### src/rtl/uart_tx_stdout_pkg.sv
// Shared constants and types for the memory-mapped 8N1 UART transmitter.
package uart_tx_stdout_pkg;

  localparam logic [63:0] UART_BASE   = 64'h0000_0000_0000_0400;
  localparam logic [63:0] UART_WINDOW = 64'h18;

  localparam logic [4:0] UART_TXDATA = 5'h00;
  localparam logic [4:0] UART_STATUS = 5'h08;
  localparam logic [4:0] UART_CTRL   = 5'h10;

  localparam int unsigned STATUS_FULL      = 0;
  localparam int unsigned STATUS_EMPTY     = 1;
  localparam int unsigned STATUS_BUSY      = 2;
  localparam int unsigned STATUS_OVERFLOW  = 3;
  localparam int unsigned STATUS_COUNT_LSB = 8;

  localparam int unsigned CTRL_IRQ_EN = 0;
  localparam int unsigned CTRL_FLUSH  = 1;

  typedef enum logic [2:0] {
    MemStoreNone   = 3'd0,
    MemStoreByte   = 3'd1,
    MemStoreHalf   = 3'd2,
    MemStoreWord   = 3'd3,
    MemStoreDouble = 3'd4
  } mem_store_type_t;

  typedef enum logic [1:0] {
    UartIdle,
    UartStart,
    UartData,
    UartStop
  } uart_tx_state_t;

endpackage

### src/rtl/uart_tx_stdout_sync_fifo.sv
// Single-clock FIFO with synchronous flush; push while full is accepted only with a same-cycle pop.
module uart_tx_stdout_sync_fifo #(
  parameter int unsigned WIDTH = 8,
  parameter int unsigned DEPTH = 16,
  localparam int unsigned PtrW = $clog2(DEPTH),
  localparam int unsigned CntW = $clog2(DEPTH) + 1
) (
  input  logic             clock,
  input  logic             reset,
  input  logic             push,
  input  logic             pop,
  input  logic             flush,
  input  logic [WIDTH-1:0] wdata,
  output logic [WIDTH-1:0] rdata,
  output logic             full,
  output logic             empty,
  output logic [CntW-1:0]  count
);

  logic [WIDTH-1:0] mem_q [DEPTH];
  logic [PtrW-1:0]  wr_ptr_q, rd_ptr_q;
  logic [CntW-1:0]  count_q;
  logic             push_ok, pop_ok;

  assign full    = (count_q == CntW'(DEPTH));
  assign empty   = (count_q == '0);
  assign count   = count_q;
  assign rdata   = mem_q[rd_ptr_q];
  assign pop_ok  = pop & ~empty;
  assign push_ok = push & (~full | pop_ok);

  always_ff @(posedge clock or posedge reset) begin
    if (reset) begin
      wr_ptr_q <= '0;
      rd_ptr_q <= '0;
      count_q  <= '0;
    end else if (flush) begin
      wr_ptr_q <= '0;
      rd_ptr_q <= '0;
      count_q  <= '0;
    end else begin
      if (push_ok) wr_ptr_q <= wr_ptr_q + PtrW'(1);
      if (pop_ok)  rd_ptr_q <= rd_ptr_q + PtrW'(1);
      count_q <= count_q + CntW'(push_ok) - CntW'(pop_ok);
    end
  end

  // Storage needs no reset: nothing is read past the count.
  always_ff @(posedge clock) begin
    if (push_ok && !flush) mem_q[wr_ptr_q] <= wdata;
  end

endmodule

### src/rtl/uart_tx_stdout.sv
// Memory-mapped 8N1 UART transmitter: TXDATA/STATUS/CTRL registers, TX FIFO and baud serializer.
module uart_tx_stdout
  import uart_tx_stdout_pkg::*;
#(
  parameter logic [63:0] BASE_ADDR    = 64'h0,
  parameter int unsigned FIFO_DEPTH   = 16,
  parameter int unsigned CLKS_PER_BIT = 868
) (
  input  logic            clock,
  input  logic            reset,
  input  logic [63:0]     addr,
  input  logic [63:0]     w_data,
  input  mem_store_type_t mem_store_type,
  input  logic            valid,
  output logic [63:0]     r_data,
  output logic            uart_taken,
  output logic            tx,
  output logic            tx_irq
);

  localparam int unsigned CntW  = $clog2(FIFO_DEPTH) + 1;
  localparam int unsigned BaudW = $clog2(CLKS_PER_BIT);
  localparam logic [BaudW-1:0] BaudReload = BaudW'(CLKS_PER_BIT - 1);

  logic [63:0] offset;
  logic        is_store, wr_en, rd_en;
  logic        txdata_wr, status_rd, ctrl_wr;

  assign offset     = addr - BASE_ADDR;
  assign uart_taken = (offset < UART_WINDOW) && (addr[2:0] == 3'b000);
  assign is_store   = (mem_store_type != MemStoreNone);
  assign wr_en      = valid & uart_taken & is_store;
  assign rd_en      = valid & uart_taken & ~is_store;
  assign txdata_wr  = wr_en && (offset[4:0] == UART_TXDATA);
  assign ctrl_wr    = wr_en && (offset[4:0] == UART_CTRL);
  assign status_rd  = rd_en && (offset[4:0] == UART_STATUS);

  logic            fifo_pop, fifo_flush, fifo_full, fifo_empty;
  logic [7:0]      fifo_rdata;
  logic [CntW-1:0] fifo_count;

  assign fifo_flush = ctrl_wr & w_data[CTRL_FLUSH];

  uart_tx_stdout_sync_fifo #(
    .WIDTH (8),
    .DEPTH (FIFO_DEPTH)
  ) u_fifo (
    .clock (clock),
    .reset (reset),
    .push  (txdata_wr),
    .pop   (fifo_pop),
    .flush (fifo_flush),
    .wdata (w_data[7:0]),
    .rdata (fifo_rdata),
    .full  (fifo_full),
    .empty (fifo_empty),
    .count (fifo_count)
  );

  uart_tx_state_t   state_q, state_d;
  logic [BaudW-1:0] baud_cnt_q, baud_cnt_d;
  logic [2:0]       bit_idx_q, bit_idx_d;
  logic [7:0]       shreg_q, shreg_d;
  logic             tx_q, tx_d;
  logic             tx_irq_q, tx_irq_d;
  logic             irq_en_q, irq_en_d;
  logic             overflow_q, overflow_d;
  logic             baud_done;

  assign baud_done = (baud_cnt_q == '0);

  always_comb begin
    state_d    = state_q;
    baud_cnt_d = baud_cnt_q;
    bit_idx_d  = bit_idx_q;
    shreg_d    = shreg_q;
    fifo_pop   = 1'b0;
    case (state_q)
      UartIdle: begin
        if (!fifo_empty) begin
          fifo_pop   = 1'b1;
          shreg_d    = fifo_rdata;
          baud_cnt_d = BaudReload;
          state_d    = UartStart;
        end
      end
      UartStart: begin
        if (baud_done) begin
          state_d    = UartData;
          bit_idx_d  = 3'd0;
          baud_cnt_d = BaudReload;
        end else begin
          baud_cnt_d = baud_cnt_q - BaudW'(1);
        end
      end
      UartData: begin
        if (baud_done) begin
          shreg_d    = {1'b0, shreg_q[7:1]};
          baud_cnt_d = BaudReload;
          if (bit_idx_q == 3'd7) state_d = UartStop;
          else                   bit_idx_d = bit_idx_q + 3'd1;
        end else begin
          baud_cnt_d = baud_cnt_q - BaudW'(1);
        end
      end
      UartStop: begin
        if (baud_done) begin
          // Chain straight into the next start bit when more data is queued.
          if (!fifo_empty) begin
            fifo_pop   = 1'b1;
            shreg_d    = fifo_rdata;
            baud_cnt_d = BaudReload;
            state_d    = UartStart;
          end else begin
            state_d = UartIdle;
          end
        end else begin
          baud_cnt_d = baud_cnt_q - BaudW'(1);
        end
      end
      default: state_d = UartIdle;
    endcase
  end

  // The line is registered from the next state so it changes on the same edge as the FSM.
  always_comb begin
    tx_d = 1'b1;
    case (state_d)
      UartStart: tx_d = 1'b0;
      UartData:  tx_d = shreg_d[0];
      default:   tx_d = 1'b1;
    endcase
  end

  assign tx_irq_d   = irq_en_q & fifo_empty & (state_q == UartIdle);
  assign irq_en_d   = ctrl_wr ? w_data[CTRL_IRQ_EN] : irq_en_q;
  assign overflow_d = (txdata_wr & fifo_full & ~fifo_pop) | (overflow_q & ~status_rd);

  always_ff @(posedge clock or posedge reset) begin
    if (reset) begin
      state_q    <= UartIdle;
      baud_cnt_q <= '0;
      bit_idx_q  <= '0;
      shreg_q    <= '0;
      tx_q       <= 1'b1;
      tx_irq_q   <= 1'b0;
      irq_en_q   <= 1'b0;
      overflow_q <= 1'b0;
    end else begin
      state_q    <= state_d;
      baud_cnt_q <= baud_cnt_d;
      bit_idx_q  <= bit_idx_d;
      shreg_q    <= shreg_d;
      tx_q       <= tx_d;
      tx_irq_q   <= tx_irq_d;
      irq_en_q   <= irq_en_d;
      overflow_q <= overflow_d;
    end
  end

  assign tx     = tx_q;
  assign tx_irq = tx_irq_q;

  always_comb begin
    r_data = '0;
    if (rd_en) begin
      if (offset[4:0] == UART_STATUS) begin
        r_data[STATUS_FULL]                  = fifo_full;
        r_data[STATUS_EMPTY]                 = fifo_empty;
        r_data[STATUS_BUSY]                  = (state_q != UartIdle);
        r_data[STATUS_OVERFLOW]              = overflow_q;
        r_data[STATUS_COUNT_LSB +: CntW]     = fifo_count;
      end else if (offset[4:0] == UART_CTRL) begin
        r_data[CTRL_IRQ_EN] = irq_en_q;
      end
    end
  end

  logic unused_wdata;
  assign unused_wdata = ^w_data[63:8];

endmodule
### config.mk
export PLATFORM = sky130hd
export DESIGN_NAME = uart_tx_stdout
export DESIGN_NICKNAME = d
export VERILOG_FILES = /design/src/rtl/uart_tx_stdout_pkg.sv /design/src/rtl/uart_tx_stdout_sync_fifo.sv /design/src/rtl/uart_tx_stdout.sv
export SDC_FILE = /design/constraint.sdc
export NUM_CORES = 1
export LEC_CHECK = 0
export BUFFER_PORTS_ARGS = -buffer_cell sky130_fd_sc_hd__buf_4
export CORE_MARGIN = 2
export CORE_UTILIZATION = 58
export CTS_CLUSTER_DIAMETER = 200
export DETAILED_ROUTE_END_ITERATION = 7
export PLACE_DENSITY = 0.83
export SYNTH_ARGS = -nofsm -noshare
export SYNTH_HDL_FRONTEND = slang
export SYNTH_HIERARCHICAL = 1
export SYNTH_SLANG_ARGS = --single-unit
### constraint.sdc
create_clock -name clock -period 5.44 [get_ports clock]
set_input_delay 0.544 -clock clock [delete_from_list [all_inputs] [get_ports clock]]
set_output_delay 0.544 -clock clock [all_outputs]
set_load 0.01 [all_outputs]
-- Word level (Yosys, flattened, before mapping)
Memories as Yosys holds them, arrays and structs flattened.
Cells that the tools add are included.
- add/sub/neg operators: 6
- order comparisons: 1
- equal/unequal tests: 13
- mux-type cells: 36
- bitwise logic cells: 18
- reductions and logical operators: 20
- operators with widths (kind ; count):
    $lt A64 B5 Y1 const B ; 1
    $mux W10 ; 3
    $pmux W10 S3 ; 1
    $mux W8 ; 3
    $pmux W8 S3 ; 1
    $mux W4 ; 5
    $mux W5 ; 3
    $mux W3 ; 4
    $and A1 B1 Y1 ; 11
    $eq A5 B5 Y1 const B ; 2
    $logic_not A10 Y1 ; 1
    $logic_not A5 Y1 ; 2
    $mux W2 ; 5
    $sub A10 B1 Y10 const B ; 1
    $add A4 B1 Y4 const B ; 2
    $ne A2 B2 Y1 const B ; 4
    $pmux W2 S4 ; 1
    $reduce_bool A2 Y1 ; 4
    $mux W1 ; 7
    $eq A2 B2 Y1 const B ; 3
    $pmux W3 S2 ; 1
    $reduce_bool A3 Y1 ; 2
    $add A5 B1 Y5 ; 1
    $eq A5 B4 Y1 const B ; 1
    other kinds (14) ; 25
- flip-flop bits (word level): 40
- RAM bits: 128
- input bits: 134
- output and inout port bits: 67
- logic and storage cells: 107
- memories kept: 1
- memory list (name ; depth ; bits a word ; rd ports ; clocked after Yosys merged registers in ; wr ports ; line ; RTL):
    u_fifo.mem_q ; 16 ; 8 ; 1 ; 0 ; 1 ; uart_tx_stdout_sync_fifo.sv:20 ; logic [WIDTH-1:0] mem_q [DEPTH];

-- Logic depth before layout (Yosys ltp)
Gate-level depths: netlist (run 1).
- depth in word-level cells: 10
- gate-level depth with buffers: 16
- mapped depth without buffers: 14

-- Cells and area by module
Netlist (run 1), hierarchy kept.
- by module, submodules not included (module ; instances ; cells an instance ; area an instance (um^2) ; seq. area each (um^2)):
    uart_tx_stdout_sync_fifo ; 1 ; 333 ; 5871.9 ; 4169.0
    uart_tx_stdout ; 1 ; 276 ; 2336.0 ; 676.9

-- Worst setup path after synthesis (run 1)
Ideal clock, no wire load.
- kind: reg-to-reg
- start point: register u_fifo.count_q[3] (netlist: u_fifo/count[3])
- end point: register u_fifo.count_q[4] (netlist: u_fifo/count[4])
- setup time: 0.078 ns
- data arrival time: 3.359 ns
- data required time: 5.362 ns
- path slack: 2.003 ns
- cell stages (with the launch flop): 17
- path buffers: 2
- clock period less this slack: 3.437 ns
- cell sequence: dfrtp_1 > inv_1 > ha_1 > or4b_4 > inv_1 > clkbuf_1 > nor3_1 > o21a_1 > buf_2 > nand2_1 > nand2_1 > ha_1 > fa_1 > a21oi_1 > nor2_1 > or3_1 > a21oi_1
- cells in the longest elaborated chain, start to end: 10
- elaborated cells between the ends (all ways): 13
- those cells by class: 2 x add/sub; 1 x eq/ne; 4 x mux; 5 x bitwise; 1 x reduce/logical
- ends and longest elaborated chain (item ; line ; RTL):
    start, declared ; uart_tx_stdout_sync_fifo.sv:22 ; logic [CntW-1:0] count_q;
    start signal, assigned ; uart_tx_stdout_sync_fifo.sv:44 ; count_q <= count_q + CntW'(push_ok) - CntW'(pop_ok);
    $logic_not A5 Y1 * ; uart_tx_stdout_sync_fifo.sv:26 ; assign empty = (count_q == '0);
    named net fifo_empty ; uart_tx_stdout.sv:38 ; logic fifo_pop, fifo_flush, fifo_full, fifo_empty;
    $mux W1 * ; uart_tx_stdout.sv:80, uart_tx_stdout.sv:109 ;
    $mux W1 ; uart_tx_stdout.sv:107 ; if (baud_done) begin
    $pmux W1 S2 * ; uart_tx_stdout.sv:78 ; case (state_q)
    named net fifo_pop ; uart_tx_stdout.sv:38 ;
    $and A1 B1 Y1 * ; uart_tx_stdout_sync_fifo.sv:29 ; assign pop_ok = pop & ~empty;
    $or A1 B1 Y1 ; uart_tx_stdout_sync_fifo.sv:30 ; assign push_ok = push & (~full | pop_ok);
    $and A1 B1 Y1 ; uart_tx_stdout_sync_fifo.sv:30 ;
    $add A5 B1 Y5 ; uart_tx_stdout_sync_fifo.sv:44 ;
    $sub A5 B1 Y5 * ; uart_tx_stdout_sync_fifo.sv:44 ;
    $mux W5 * ; uart_tx_stdout_sync_fifo.sv:37 ; end else if (flush) begin
Mark *: on every way through the listed nets, which the timed path passes. The rest lies on a longest branch.
A chain may end at the register's enable or synchronous reset.

-- Worst setup path after layout (run 1)
Ends and elaborated chain as after synthesis.

==> results by group, run 1 <==
Outcome
  – Status: finished, final reports clean

Critical path
  – R2R depth: 15
  – Critical Path Start: u_fifo/count[3]$_DFF_PP0_
  – Startpoint types: register
  – Setup CP Type: register to register
  – CP Data Required Time: 5.78 ns
  – CP Depth: 15
  – Critical path, cell by cell: inv_1 -> ha_1 -> or4b_4 -> inv_1 -> nor3_1 -> buf_4 -> o21a_1 -> nand2_1 -> nand2_1 -> ha_1 -> fa_1 -> a21oi_1 -> nor2_1 -> or3_1 -> a21oi_1
  – Slowest CP cell: or4b_4
  – FF-to-FF End: u_fifo/count[4]$_DFF_PP0_
  – Family with the most delay on the worst path: simple AND/OR/NAND/NOR gates
  – Critical path fanouts, max: 16
  – Worst EP arrival: approximately 4.2 ns
  – Reg-to-reg critical path startpoint: u_fifo/count[3]$_DFF_PP0_
  – Crit path buf inv count: 3
  – Crit path capture type: register
  – Setup crit end: u_fifo/count[4]$_DFF_PP0_
  – Worst path max stage delay: between 0.5 and 0.6 ns
  – Reg-to-reg slack, setup: ~1.6 ns

Global route
  – Layer with the highest usage: met2
  – Grt ovf: 0
  – Met2 Track Usage GR: between 40% and 50%
  – Number of global-route vias before repair: ~5.2k
  – Overall Global Routing Usage: 24.8%
  – Met1 GRT Util: a little under a third
  – Global-route wire length before repair: around 28000 um
  – Maximum number of pins on one net before global-route repair: 30
  – Initial antenna violation count: 0
  – GR Util met3: about 6.3%

Floorplanning
  – Starting density of the core: between 50% and 60%
  – Core area: between 0.01 and 0.015 mm2
  – Overall die width: 123 um
  – Number of I/O pins: ~200
  – DIE AREA: roughly 0.015 mm2
  – Num rows: between 40 and 50
  – Die H: approximately 120 um

Placed design
  – DP HPWL: about 12000 um
  – I/O Buffers: 89
  – RePlAce Congestion: between 0.8 and 0.9

Synthesis
  – Post-synth ARST share: 23.8%
  – Synth Cell Area: 0.00821 mm2
  – Most used DFF post-synth: edfxtp_1
  – FF+latch count, synth: around 170
  – Post-synth EDFFs: 128
  – Synth Instances: about 610
  – Register area share after synthesis: between 50 and 60%
  – Syn Area/Cell: ~13 um2
  – Yosys cell types: ~70
  – Syn. warnings: 6

Finish
  – Multi-input logic area: 0.00289 mm2
  – Layout cell share with drive strength beyond 1: 23.0%
  – Reg area: between 0.004 and 0.005 mm2
  – Leading cell types in the layout, fill and taps excluded: 128 x edfxtp_1, 92 x buf_4, 55 x conb_1
  – # diodes: 0
  – Filler cells: about 910
  – Area growth from synthesis to layout: 12.9%
  – Nets@finish: 843
  – Most common cell after layout, fill and taps aside: edfxtp_1

CTS
  – Resize count post-CTS: 0
  – Htree depth: 4
  – Hold-fix buffers, CTS: 0
  – CTS tree: built
  – Clock transition at path regs: 0.06 ns
  – Total CTS buffers: 17
  – Worst-Skew Late Latency: between 0.4 and 0.5 ns
  – Clock Tree Buf Depth: 2
  – Clock root buffer: clkbuf_16
  – Sink Count: between 150 and 200
  – Number of setup buffers added after CTS: 0

Power
  – Switching share of power: between 20% and 30%
  – Comb pwr share: ~3.3%
  – Leak: approximately 3.5 nW
  – Register share of total power: a little over half
  – Power Density: between 200 and 300 mW/mm2
  – VDD IR max: around 430 uV
  – Clock network power share: 43.5%
  – Sw Pwr: between 0.0005 and 0.0006 W
  – Pint: 0.00205 W

Timing
  – Final Hold Viols: 0
  – Final Setup Violations: 0
  – Final slew viol count: 0
  – Clock skew: 0.0108 ns
  – Actual slew at the worst max-slew pin: ~1.0 ns
  – WHS: roughly 0.18 ns
  – Max Fclk: around 260 MHz
  – TNS Setup: 0 ns
  – Max_slew headroom: 31.0%
  – Period utilization: between 70 and 80%
  – RSZ-0062 raised after global routing: false
  – Post-layout min period: approximately 3.8 ns

Detailed routing
  – Antenna Violating Nets Remaining: 0
  – Drt total wl: between 15000 and 20000 um
  – First-iteration detailed-routing DRC count: around 600
  – WL per Instance: 19.8 um
  – Via density: 6.00
  – Vias: about 5.3k
  – Remaining DRCs: 0
  – Drt pass-1 iters: 8

Worst hold path
  – Worst Hold Class: input pin to async pin

Run
  – Max-Cap Viols: 0
## worst min-delay path by stage
stage | cells past startpoint | slack (ns) | startpoint | to
3_3_place_gp | 1 | 0.47 | shreg_q[4]$_DFFE_PP0P_ | shreg_q[4]$_DFFE_PP0P_
3_5_place_dp | 1 | 0.48 | shreg_q[3]$_DFFE_PP0P_ | shreg_q[3]$_DFFE_PP0P_
5_1_grt | 2 | 0.21 | reset | u_fifo/rd_ptr_q[1]$_DFFE_PP0P_
2_1_floorplan | 1 | 0.42 | reset | u_fifo/count[0]$_DFF_PP0_
4_1_cts | 2 | 0.17 | reset | u_fifo/count[2]$_DFF_PP0_
6_report | 2 | 0.18 | reset | u_fifo/rd_ptr_q[1]$_DFFE_PP0P_
## worst reg2reg max path: stages, from the launching register on
cell and delay, ns:
dfrtp_1 0.40, inv_1 0.09, ha_1 0.18, or4b_4 0.51, inv_1 0.40, nor3_1 0.14, buf_4 0.19, o21a_1 0.29
nand2_1 0.11, nand2_1 0.07, ha_1 0.22, fa_1 0.42, a21oi_1 0.17, nor2_1 0.07, or3_1 0.35, a21oi_1 0.15
## state kept, by name (all words and copies together) (netlist names)
register and flops:
shreg_q 8, irq_en_q 1, baud_cnt_q 10, overflow_q 1
state_q 2, u_fifo/count 5, u_fifo/wr_ptr_q 4, u_fifo/rd_ptr_q 4
u_fifo/mem_q 128, tx 1, tx_irq 1, bit_idx_q 3
## metal layers
metal  vias up  wire (um)
met1      2653       7110
li1       2392          -
met3        17       1080
met4         0        140
met5         -          0
met2       238       9200
## Yosys cell counts (all sizes together), types with 6 or more instances
library cell  number  area share [%]
mux2i             34             4.1
o21ai             18             1.1
clkbuf            10            0.46
nand2             30             1.4
inv               18            0.82
nor3              14            0.99
or3                6            0.46
mux4              16             4.4
nor2              43             2.0
nand3              7            0.43
edfxtp           128              47
nor4              20             1.7
ha                17             2.6
buf               73             7.0
a21oi             15            0.91
a32oi              6            0.64
o2bb2ai            7            0.75
a22oi              8            0.73
nand4              6            0.46
a221oi            16             2.4
and2               8            0.64
dfrtp             39              12
## kinds of logic (layout without fill, tap and decap cells)
family                     Yosys count  in the layout  synth area share, %
adders and majority gates           18             18                 2.84
and+or+nand+nor                    160            160                 10.6
buffers and inverters              101            141                 8.23
muxes                               52             52                 8.81
xor gates and xnor gates             9              9                0.960
AOI/OAI and AO/OA                  100            100                 9.51
DFF                                168            168                 59.0
other                                1             55               0.0457
## cell type report
cell class	count	share of cell area (%)
clock inverter	13	1.28
clock buffer	18	4.63
sequential	168	52.3
timing repair buffer	92	7.45
inverter	18	0.729
tap	180	2.43
multi-input combinational	394	31.2
## stage by stage
step                      utilization [%]  setup slack (ns)  instances  total power, W  instance area, um2
after floorplan                         -              2.00        663         0.00146                8410
after global placement               63.1              1.80        852         0.00149                8720
after detailed placement             63.1              1.68        852         0.00149                8720
after CTS                            67.0              1.66        883         0.00261                9270
after global routing                 67.0              1.35        883         0.00267                9270
final                                67.0              1.61        883         0.00260                9270
## power groups by stage
stage	sequential (W)	combinational [W]	clock (W)
global route	0.00138	0.0000966	0.00120
global placement	0.00141	0.0000823	0
detailed placement	0.00141	0.0000858	0
CTS	0.00138	0.0000861	0.00114
finish	0.00138	0.0000862	0.00113
floorplan	0.00141	0.0000537	0
Note: power is estimated with default switching activity, not from simulation.
==> run 2, diff against run 1 <==
Settings changed: ABC_AREA set to 1, CORE_UTILIZATION 58 to 55, PLACE_DENSITY 0.83 to 0.78.
Clock period 5.44 ns to 3.7 ns, I/O delays scaled along.
==> results by group, run 2 <==
Floorplanning
  – Die H: around 130 um
  – Number of I/O pins: ~200
  – Core area: between 0.015 and 0.02 mm2
  – DIE AREA: around 0.017 mm2
  – Starting density of the core: a little under three fifths
  – Overall die width: 131 um
  – Num rows: 46

CTS
  – Number of setup buffers added after CTS: 0
  – Worst-Skew Late Latency: approximately 0.43 ns
  – Htree depth: 4
  – Clock transition at path regs: around 0.070 ns
  – CTS tree: built
  – Total CTS buffers: 17
  – Sink Count: about 170
  – Clock root buffer: clkbuf_16
  – Clock Tree Buf Depth: 2

Finish
  – Leading cell types in the layout, fill and taps excluded: 327 x nand2_1, 145 x nor2_1, 128 x edfxtp_1
  – Layout cell share with drive strength beyond 1: between 10% and 20%
  – Biggest register: u_fifo/mem_q
  – Area growth from synthesis to layout: 15.0%
  – Top Registers: u_fifo/mem_q x128, baud_cnt_q x10, shreg_q x8
  – # diodes: 0
  – Nets@finish: roughly 1.3k
  – Max FFs per register: 128
  – Most common cell after layout, fill and taps aside: nand2_1

Placed design
  – DP HPWL: about 13000 um
  – I/O Buffers: 89
  – RePlAce Congestion: approximately 0.86

Timing
  – Final Hold Viols: 0
  – Max_slew headroom: between 30% and 40%
  – Post-layout min period: approximately 3.4 ns
  – RSZ-0062 raised after global routing: false
  – Clock skew: 0.0126 ns
  – Final Setup Violations: 0
  – Final slew viol count: 0
  – Period utilization: about nine tenths
  – Max Fclk: between 200 and 300 MHz
  – Actual slew at the worst max-slew pin: about 1.0 ns
  – TNS Setup: 0 ns

Critical path
  – Startpoint types: register
  – Setup CP Type: register to register
  – Reg-to-reg critical path startpoint: state_q[1]$_DFF_PP0_
  – Critical path fanouts, max: 10
  – R2R depth: 20
  – CP Data Required Time: between 4 and 5 ns
  – Worst EP arrival: 3.69 ns
  – Critical Path Start: state_q[1]$_DFF_PP0_
  – Crit path capture type: register
  – FF-to-FF End: u_fifo/count[4]$_DFF_PP0_
  – Reg-to-reg slack, setup: 0.34 ns
  – Setup crit end: u_fifo/count[4]$_DFF_PP0_

Global route
  – Met1 GRT Util: between 30% and 40%
  – Maximum number of pins on one net before global-route repair: 84
  – Number of global-route vias before repair: a little over 6k
  – Initial antenna violation count: 0
  – GR Util met3: under 10%
  – Grt ovf: 0
  – Overall Global Routing Usage: ~23%
  – Met2 Track Usage GR: 37.6%
  – Global-route wire length before repair: between 20000 and 30000 um
  – Layer with the highest usage: met2

Power
  – Total Power: 0.00386 W
  – Leak: about 4.8 nW
  – Power Density: approximately 380 mW/mm2
  – VDD IR max: between 400 and 500 uV

Synthesis
  – Syn Area/Cell: 8.62 um2
  – Compound-Gate Fraction of Synth Area: 2.81%
  – Synth Cell Area: slightly below 0.009 mm2
  – Post-synth top area cell: edfxtp_1
  – Synth Area in Adders: roughly 2.6%
  – Mux share of post-synthesis cell area: 0%
  – Most numerous cell in the Yosys netlist: nand2_1
  – Most used DFF post-synth: edfxtp_1
  – Register area share after synthesis: 55.0%
  – Main area contributors after synthesis: edfxtp_1 44%, nand2_1 14%, dfrtp_1 11%
  – Post-synth ARST share: 23.8%
  – Synth Area in XOR/XNOR: less than 1%
  – Simple-Gate Fraction of Synth Area: a little over a quarter
  – Post-synth EDFFs: 128
  – FF+latch count, synth: 168
  – Syn. warnings: 6
  – Synth top area share: approximately 44%
  – Yosys cell types: 44
  – Most instantiated cells after synthesis: 327 x nand2_1, 145 x nor2_1, 128 x edfxtp_1, 110 x inv_1, 84 x nand3_1
  – Largest family of logic cells by synthesized area: simple AND/OR/NAND/NOR gates
  – Synth Instances: approximately 1.0k

Detailed routing
  – Vias: roughly 6.7k
  – First-iteration detailed-routing DRC count: around 570
  – Drt total wl: around 19000 um
  – Antenna Violating Nets Remaining: 0
  – WL per Instance: around 14 um
  – Via density: 4.95
  – Drt pass-1 iters: 5
  – Remaining DRCs: 0

Worst hold path
  – Worst Hold Class: input pin to register

Outcome
  – Status: finished, final reports clean

Run
  – Max-Cap Viols: 0
==> run 2: cell count changes in the layout (fill, tap and decap cells not counted), sizes merged, moves of 10 or more <==
cell	delta
a221oi	-16
buf	+19
inv	+99
mux2i	-34
mux4	-16
nand2	+303
nand3	+77
nor2	+107
nor3	-10
nor4	-19
==> run 2: per-layer routing <==
layer	routed length [um]	vias up
met4	352	0
met3	1180	26
met5	0	-
met2	9490	243
li1	-	3342
met1	7860	3076
==> run 2: per-stage QoR <==
step / area, um2 / worst slack (ns) / utilization [%] / cells / hold WS [ns]
floorplan: 9010 / 0.824 / - / 1076 / 0.247
global placement: 9540 / 0.479 / 60.5 / 1319 / 0.452
detailed placement: 9540 / 0.466 / 60.5 / 1319 / 0.458
CTS: 10100 / 0.412 / 64.2 / 1352 / 0.218
global route: 10100 / 0.0336 / 64.2 / 1352 / 0.247
finish: 10100 / 0.335 / 64.2 / 1352 / 0.234
==> run 2: cell type report <==
type                    instances  area (um2)
multi-input cells             707        3150
flip-flops and latches        168        4850
inverters                     117         439
clock inverters                15         156
well taps                     216         270
fillers                      1240        5640
repair buffers                112         843
clock buffers                  17         425
==> run 2: report_power, final <==
group | switching (W) | total (W) | internal [W]
clock | 0.000799 | 0.00170 | 0.000898
sequential | 0 | 0.00203 | 0.00203
combinational | 0.0000774 | 0.000135 | 0.0000578
total | 0.000876 | 0.00386 | 0.00299
==> run 2: critical path, cell delays in order (launching register included) <==
cell	delay, ns
dfrtp_1	0.42
inv_1	0.15
ha_1	0.32
inv_1	0.24
nand2_2	0.18
nand2_1	0.09
nor2_1	0.07
inv_1	0.06
nand4_1	0.20
nand2_2	0.19
inv_2	0.08
nand2_1	0.07
nand2_1	0.07
ha_1	0.21
fa_1	0.41
nand2_1	0.09
nand2_1	0.06
a21oi_1	0.16
nand2_1	0.07
nand2_1	0.05
nor2_1	0.05
==> run 2: what timing repair did <==
action | 4_1_cts | 5_1_grt
hold buffers | 1 | 0
hold endpoints to repair | 9 | 0
gates resized for setup | 0 | 0
==> run 2: cell families (layout without fill, tap and decap cells) <==
group / Yosys count / in the layout
XOR/XNOR: 6 / 6
flip-flops: 168 / 168
AO/OA/AOI/OAI: 41 / 41
AND/OR/NAND/NOR: 587 / 587
buffers and inverters: 201 / 261
other: 1 / 55
adder cells (fa/ha/maj): 18 / 18
==> run 2: worst min path at each step <==
stage | start | to | cells past startpoint
after CTS | addr[4] | overflow_q$_DFF_PP0_ | 4
after global placement | reset | u_fifo/rd_ptr_q[2]$_DFFE_PP0P_ | 2
after detailed placement | reset | u_fifo/rd_ptr_q[3]$_DFFE_PP0P_ | 2
after floorplan | reset | u_fifo/count[0]$_DFF_PP0_ | 1
after global routing | addr[4] | overflow_q$_DFF_PP0_ | 4
final | addr[4] | overflow_q$_DFF_PP0_ | 4
==> run 3, diff against run 2 <==
Settings changed: CORE_UTILIZATION 55 to 56, CTS_BUF_LIST set to sky130_fd_sc_hd__clkbuf_8, PLACE_DENSITY 0.78 to not set, PLACE_DENSITY_LB_ADDON set to 0.08.
==> results by group, run 3 (same netlist as run 2, synthesis figures left out) <==
Detailed routing
  – Met1 Wirelength: about 8700 um
  – Via density: roughly 5
  – Drt pass-1 iters: 5
  – Routed wl met3: roughly 1200 um
  – Top layer in use: met4
  – Antenna Violating Nets Remaining: 0
  – First-iteration detailed-routing DRC count: 728
  – Remaining DRCs: 0
  – Met2 wire length: between 9000 and 10000 um
  – Drt total wl: around 19000 um
  – Vias: between 6k and 7k
  – WL per Instance: about 14 um

Finish
  – Nets@finish: between 1k and 1.5k
  – Area growth from synthesis to layout: 12.7%
  – Max FFs per register: 128
  – Most common cell after layout, fill and taps aside: nand2_1
  – Finished Cell Area: around 0.0099 mm2
  – Biggest register: u_fifo/mem_q
  – Final cell count without fillers: 1345
  – Filler cells: ~1.3k
  – Layout cell share with drive strength beyond 1: between 10 and 15%
  – Finished Core Util: about 65%
  – Leading cell types in the layout, fill and taps excluded: 327 x nand2_1, 145 x nor2_1, 128 x edfxtp_1
  – Top Registers: u_fifo/mem_q x128, baud_cnt_q x10, shreg_q x8
  – # diodes: 0

Power
  – Sw Pwr: 0.000752 W
  – Clock network power share: 37.1%
  – Register share of total power: between 50% and 60%
  – Total Power: 0.00344 W
  – VDD IR max: 383 uV
  – Comb pwr share: 3.9%
  – Pint: between 0.002 and 0.003 W
  – Leak: 4.66 nW
  – Switching share of power: 21.9%
  – Power Density: around 350 mW/mm2

Placed design
  – I/O Buffers: 89
  – RePlAce Congestion: roughly 0.84
  – DP HPWL: around 13000 um
  – Inst Count DP: 1314
  – Placed Area: roughly 0.0095 mm2

Timing
  – RSZ-0062 raised after global routing: false
  – Max_slew headroom: 31.1%
  – Final Hold Viols: 0
  – Actual slew at the worst max-slew pin: 1.03 ns
  – Final Setup Violations: 0
  – Period utilization: 90.6%
  – Max Fclk: ~300 MHz
  – Post-layout min period: 3.35 ns
  – Clock skew: between 0.01 and 0.015 ns
  – TNS Setup: 0 ns
  – Final slew viol count: 0

Global route
  – Grt ovf: 0
  – Maximum number of pins on one net before global-route repair: between 80 and 90
  – Initial antenna violation count: 0
  – Overall Global Routing Usage: between 20% and 30%
  – Global-route wire length before repair: approximately 30000 um
  – Number of global-route vias before repair: approximately 5.8k

CTS
  – Sink Count: 168
  – Worst-Skew Late Latency: ~0.45 ns
  – Total CTS buffers: 17
  – CTS tree: built
  – Clock transition at path regs: approximately 0.090 ns
  – Clock Tree Buf Depth: 2
  – Clock root buffer: clkbuf_8
  – Htree depth: 4
  – Resize count post-CTS: 0

Critical path
  – CP Data Required Time: 4.04 ns
  – Critical path, cell by cell: inv_1 -> ha_1 -> inv_1 -> nand2_2 -> nand2_1 -> nor2_1 -> inv_1 -> nand4_1 -> nand2_2 -> inv_2 -> nand2_1 -> nand2_1 -> ha_1 -> fa_1 -> nand2_1 -> nand2_1 -> a21oi_1 -> nand2_1 -> nand2_1 -> nor2_1
  – Worst path max stage delay: between 0.4 and 0.5 ns
  – Critical path fanouts, max: 10
  – Worst EP arrival: 3.70 ns
  – Crit path capture type: register
  – Startpoint types: register
  – Setup CP Type: register to register
  – Slowest CP cell: dfrtp_1
  – R2R depth: 20
  – Most used cell, CP: nand2_1

Floorplanning
  – Overall die width: 129 um
  – Num rows: 45
  – Die H: around 130 um
  – DIE AREA: between 0.015 and 0.02 mm2
  – Core area: between 0.015 and 0.02 mm2
  – Starting density of the core: between 50 and 60%
  – Number of I/O pins: between 200 and 250

Worst hold path
  – Worst Hold Class: input pin to register
  – WHS Path Cells: 4

Outcome
  – Status: finished, final reports clean

Run
  – Max-Cap Viols: 0
## run 3: power groups by stage
stage	logic, W	clock network [W]	registers (W)
2_1_floorplan	0.0000861	0	0.00207
3_3_place_gp	0.000132	0	0.00207
3_5_place_dp	0.000134	0	0.00207
4_1_cts	0.000135	0.00129	0.00203
5_1_grt	0.000151	0.00137	0.00203
6_report	0.000134	0.00127	0.00203
## run 3: final cells by class
class / count / area [um2] / area share, %
clock buffer: 17 / 234 / 2.36
clock inverter: 13 / 148 / 1.49
inverter: 117 / 439 / 4.42
multi-input combinational: 707 / 3150 / 31.7
sequential: 168 / 4850 / 48.8
tap: 211 / 264 / 2.66
timing repair buffer: 112 / 843 / 8.50
## run 3: worst paths after layout
kind                                        start                   endpoint  slack (ns)
max                          state_q[1]$_DFF_PP0_  u_fifo/count[4]$_DFF_PP0_        0.35
min                                       addr[4]       overflow_q$_DFF_PP0_        0.22
max reg2reg                  state_q[1]$_DFF_PP0_  u_fifo/count[4]$_DFF_PP0_        0.35
min reg2reg                shreg_q[3]$_DFFE_PP0P_     shreg_q[3]$_DFFE_PP0P_        0.48
max in group asynchronous                   reset     shreg_q[3]$_DFFE_PP0P_        2.33
min in group asynchronous                   reset  u_fifo/count[0]$_DFF_PP0_        0.55
## run 3: timing repair
action	4_1_cts	5_1_grt
buffers inserted	0	0
hold endpoints to repair	13	0
hold buffers	1	0
## run 3: metrics by stage
| stage | hold slack, ns | setup slack (ns) |
|---|---|---|
| after floorplan | 0.247 | 0.824 |
| after global placement | 0.459 | 0.469 |
| after detailed placement | 0.464 | 0.427 |
| after CTS | 0.188 | 0.380 |
| after global routing | 0.197 | 0.0453 |
| final | 0.216 | 0.347 |
## run 3: layer usage
metal / vias to the layer above / global-route usage (%)
met4: 0 / 4.74
li1: 3338 / -
met5: - / 0
met1: 3041 / 34.5
met2: 222 / 36.8
met3: 15 / 4.83
## run 3: critical path, delay by kind of cell (launching register included)
family / cells / cell delay, ns
AND/OR/NAND/NOR: 12 / 1.18
adder cells (fa/ha/maj): 3 / 0.94
buffers and inverters: 4 / 0.55
flip-flops: 1 / 0.42
AO/OA/AOI/OAI: 1 / 0.16
